`config.mk`:
```
export PLATFORM = sky130hd
export DESIGN_NAME = number_compare
export DESIGN_NICKNAME = d
export VERILOG_FILES = /design/src/rtl/number_compare.sv
export SDC_FILE = /design/constraint.sdc
export NUM_CORES = 1
export LEC_CHECK = 0
export CORE_UTILIZATION = 39
export DETAILED_ROUTE_END_ITERATION = 12
export GPL_ROUTABILITY_DRIVEN = 0
export HOLD_SLACK_MARGIN = 0.12
export PLACE_DENSITY_LB_ADDON = 0.05
export SETUP_SLACK_MARGIN = 0.1
export SYNTH_ARGS = -nofsm -noshare
export SYNTH_HDL_FRONTEND = slang
export SYNTH_SLANG_ARGS = --single-unit
```
`constraint.sdc`:
```
create_clock -name clk -period 0.8 [get_ports clk]
set_input_delay 0.2 -clock clk [delete_from_list [all_inputs] [get_ports clk]]
set_output_delay 0.2 -clock clk [all_outputs]
set_load 0.03 [all_outputs]
```
`src/rtl/number_compare.sv`:
```
// ---------------------------------------------------------------------------
// number_compare
//
// Registered magnitude comparator. Each cycle with in_valid high, A and B are
// compared and the one-hot relation code plus the larger/smaller operand are
// registered. The result appears one cycle later with out_valid. When in_valid
// is low, out_valid drops and the result registers hold their last value.
//
// Parameters:
//   WIDTH        operand width in bits (>= 1)
//
// Ports:
//   clk          rising-edge clock
//   rst_n        asynchronous active-low reset
//   in_valid     A/B are valid this cycle
//   A, B         operands
//   signed_mode  (NUMBER_COMPARE_SIGNED_EN only) 1 = two's complement compare
//   Y            one-hot relation: [2] A>B, [1] A==B, [0] A<B
//   out_valid    Y/max_out/min_out hold a fresh result
//   max_out      larger operand (A when equal)
//   min_out      smaller operand (B when equal)
//
// Optional feature macro: NUMBER_COMPARE_SIGNED_EN adds the signed_mode input.
// ---------------------------------------------------------------------------
module number_compare #(
    parameter int WIDTH = 4
) (
    input  logic             clk,
    input  logic             rst_n,
    input  logic             in_valid,
    input  logic [WIDTH-1:0] A,
    input  logic [WIDTH-1:0] B,
`ifdef NUMBER_COMPARE_SIGNED_EN
    input  logic             signed_mode,
`endif
    output logic [2:0]       Y,
    output logic             out_valid,
    output logic [WIDTH-1:0] max_out,
    output logic [WIDTH-1:0] min_out
);

    logic [WIDTH-1:0] a_key;
    logic [WIDTH-1:0] b_key;
    logic             a_gt;
    logic             a_eq;
    logic             a_lt;
    logic [2:0]       y_next;
    logic [WIDTH-1:0] max_next;
    logic [WIDTH-1:0] min_next;

    // Inverting the MSB of both operands maps two's complement ordering onto
    // unsigned ordering, so a single unsigned comparator serves both modes.
    always_comb begin
        a_key = A;
        b_key = B;
`ifdef NUMBER_COMPARE_SIGNED_EN
        if (signed_mode) begin
            a_key[WIDTH-1] = ~A[WIDTH-1];
            b_key[WIDTH-1] = ~B[WIDTH-1];
        end
`endif
    end

    always_comb begin
        a_gt     = (a_key > b_key);
        a_eq     = (a_key == b_key);
        a_lt     = (a_key < b_key);
        y_next   = {a_gt, a_eq, a_lt};
        // Ties resolve to max=A, min=B.
        max_next = a_lt ? B : A;
        min_next = a_lt ? A : B;
    end

    always_ff @(posedge clk or negedge rst_n) begin
        if (!rst_n) begin
            Y         <= 3'b000;
            out_valid <= 1'b0;
            max_out   <= '0;
            min_out   <= '0;
        end else begin
            out_valid <= in_valid;
            if (in_valid) begin
                Y       <= y_next;
                max_out <= max_next;
                min_out <= min_next;
            end
        end
    end

endmodule

```
==> flow_summary.ini <==
[clock_tree]
cts-buffers-inserted = 3
cts_tree = yes
cts.hold.buffers_added = 0
ctsRootBufferMaster = clkbuf_4
cts.clk_slew.worst_paths_ns = 0.07
cts_max_path_buffers = 2
cts_max_level = 1
clkLatencyLatePin_ns = 0.26
clkSinkCount = 12

[detailed_routing]
viasPerCell = 4.99
drc = 0
dr.pass1.iters = 6
via_count = 684
wl_mm = 1.72
drtAntennaViolNets = 0
drtIter0Drc = 10
avgRoutedWirePerCell_um = 12.6

[critical_path]
critPathSlowestCell = ha_4
path_max_fanout = 7
crit_buf_inv = 3
critPathTopFamily = adder cells
cp.required_ns = 0.94
crit_top_cell = buf_6
critPathLaunchType = input port
path_class = input port to flop
crit_chain = buf_6, buf_6, inv_12, ha_4, nor2b_4, o21a_4, nor2_4, mux2_4
arrival_ns = 1.29
critPathMaxStageDelay_ns = 0.25
endpoint_kind = flop

[yosys]
yosysSeqAreaShare = 0.432
synthAdderAreaFrac = 0.108
yosysWarnings = 0
synth.mux.area_fraction = 0.0667
synth-compound-area-share = 0.186
synthXorXnorAreaFrac = 0
syn-num-nets = 84
synth-simple-area-share = 0.144
syn-cell-area_um2 = 694
postSynthCellCount = 67
netlist-cell-type-count = 20
synth_seq_cells = 12
avgSynthCellArea_um2 = 10.4
synth_top_family_by_area = compound AO/OA/AOI/OAI gates

[timing]
clock.fmax_mhz = 871
relSlewSlack = 0.829
timing.final.crit_share = 1.44
finalSetupViolCount = 22
clock_skew_ns = 0
hold_violations = 0
slew_viol_final = 0
fin_ws_ns = -0.348
rsz0062_at_grt = yes
layout_min_cycle_time_ns = 1.15
worst_slew_pin_slew_ns = 0.256

[global_route]
grt_overflow = 0
antenna_found_initial = 0
grt_max_degree = 13
grt_pass1_vias = 651
grtUsageTotal = 0.184
grt_pass1_wl_mm = 2.59

[place]
io_buffers = 22
dpl_cell_area_mm2 = 0.00107
dpl.hpwl_mm = 1.16
placed_cells_incl_taps = 117

[floorplanning]
start_util = 0.440
die_area_mm2 = 0.00195
top_level_ports = 23
die_h_um = 44.2
core-area_mm2 = 0.00158
rows = 14
die_w_um = 44.2

[final_layout]
layout.cells.non_filler = 137
n_antenna_cell = 0
fillers = 99
final_common_cell = buf_4
fin_nets = 139
mostFrequentLayoutCells = buf_4 (23), buf_6 (21), dfrtp_1 (11)
design_area_mm2 = 0.00131
drive_gt1_frac = 0.620
syn2layout_area_growth_pct = 89.0

[power]
p_leak_uw = 0.000631
powerDensity_mw_per_mm2 = 1540
ir_drop_mv = 0.791

[run]
cap_violations = 0

[status]
violations = setup timing
status = complete, but fails checks

[min_path]
hp-class = input port to asynchronous set/reset pin
==> synthesized netlist by cell type <==
cell / number / share of area
inv_2: 1 / 0.0054
o21ai_2: 1 / 0.013
a21o_4: 1 / 0.022
inv_1: 8 / 0.043
buf_2: 2 / 0.014
o21ai_1: 6 / 0.043
a31oi_1: 6 / 0.054
mux2_1: 1 / 0.016
nor2_1: 6 / 0.032
o22ai_1: 1 / 0.0090
mux2_4: 1 / 0.022
dfrtp_1: 12 / 0.43
nor2b_4: 2 / 0.040
nand3_1: 7 / 0.050
ha_1: 6 / 0.11
mux2i_1: 2 / 0.029
a21oi_4: 1 / 0.023
o21a_4: 1 / 0.022
nand2_1: 1 / 0.0054
nor2_4: 1 / 0.016
==> what timing repair did <==
| item | 4_1_cts | 5_1_grt |
|---|---|---|
| endpoints found under the hold margin | 0 | 0 |
| pin swaps | 7 | 7 |
| gates cloned | 1 | 0 |
| buffers inserted | 11 | 4 |
| setup endpoints to repair | 23 | 23 |
| gates resized for setup | 43 | 17 |
==> sequential cells by signal, indices dropped and copies added, names as in the netlist <==
signal	count
max_out	4
min_out	4
Y	3
out_valid	1
==> final cells by class <==
cell class / instances / area, um2 / area share
inverters: 9 / 56.3 / 0.0429
repair buffers: 52 / 490 / 0.374
multi-input cells: 44 / 418 / 0.318
flip-flops and latches: 12 / 302 / 0.230
well taps: 16 / 20.0 / 0.0153
clock buffers: 4 / 26.3 / 0.0200
==> power by group <==
part           switching [uW]  total [uW]  internal [uW]
combinational             429         923            494
clock                     176         368            192
sequential               54.7         736            681
==> worst paths after layout <==
path / slack (ns) / start / endpoint / cells past startpoint
min: 0.28 / rst_n / max_out[0] / 2
max reg2reg: -0.10 / Y[0] / Y[0] / 2
max: -0.35 / B[1] / Y[0] / 8
min in group clk: 0.28 / A[3] / max_out[3] / 4
max in group asynchronous: 0.40 / rst_n / max_out[1] / 2
min reg2reg: 0.53 / min_out[3] / min_out[3] / 1
==> cells by family (layout without fill, tap and decap cells) <==
| kind of cell | after synthesis | after routing |
|---|---|---|
| compound gates | 17 | 17 |
| fa+ha+maj | 6 | 6 |
| buf+inv | 11 | 65 |
| flops | 12 | 12 |
| mux | 4 | 4 |
| simple gates | 17 | 17 |
==> per-stage QoR <==
step           hold WS, ns  setup WS [ns]  TNS [ns]  power (uW)  utilization
2_1_floorplan      -0.0956         -0.379     -2.70        1140            -
3_3_place_gp         0.501          -1.02     -9.69        1430        0.680
3_5_place_dp         0.506          -1.06     -9.83        1440        0.680
4_1_cts              0.274         -0.332     -4.92        1970        0.782
5_1_grt              0.276         -0.350     -5.39        2150        0.833
6_report             0.279         -0.348     -4.75        2030        0.833
==> routing by layer <==
| layer | wire length (um) | part of all wire | track usage | vias to the layer above |
|---|---|---|---|---|
| li1 | - | - | - | 341 |
| met1 | 750 | 0.44 | 0.203 | 318 |
| met2 | 884 | 0.51 | 0.324 | 21 |
| met3 | 51 | 0.030 | 0.0367 | 4 |
| met4 | 34 | 0.020 | 0.109 | 0 |
| met5 | 0 | 0 | 0 | - |
(Power assumes the default switching activity.)
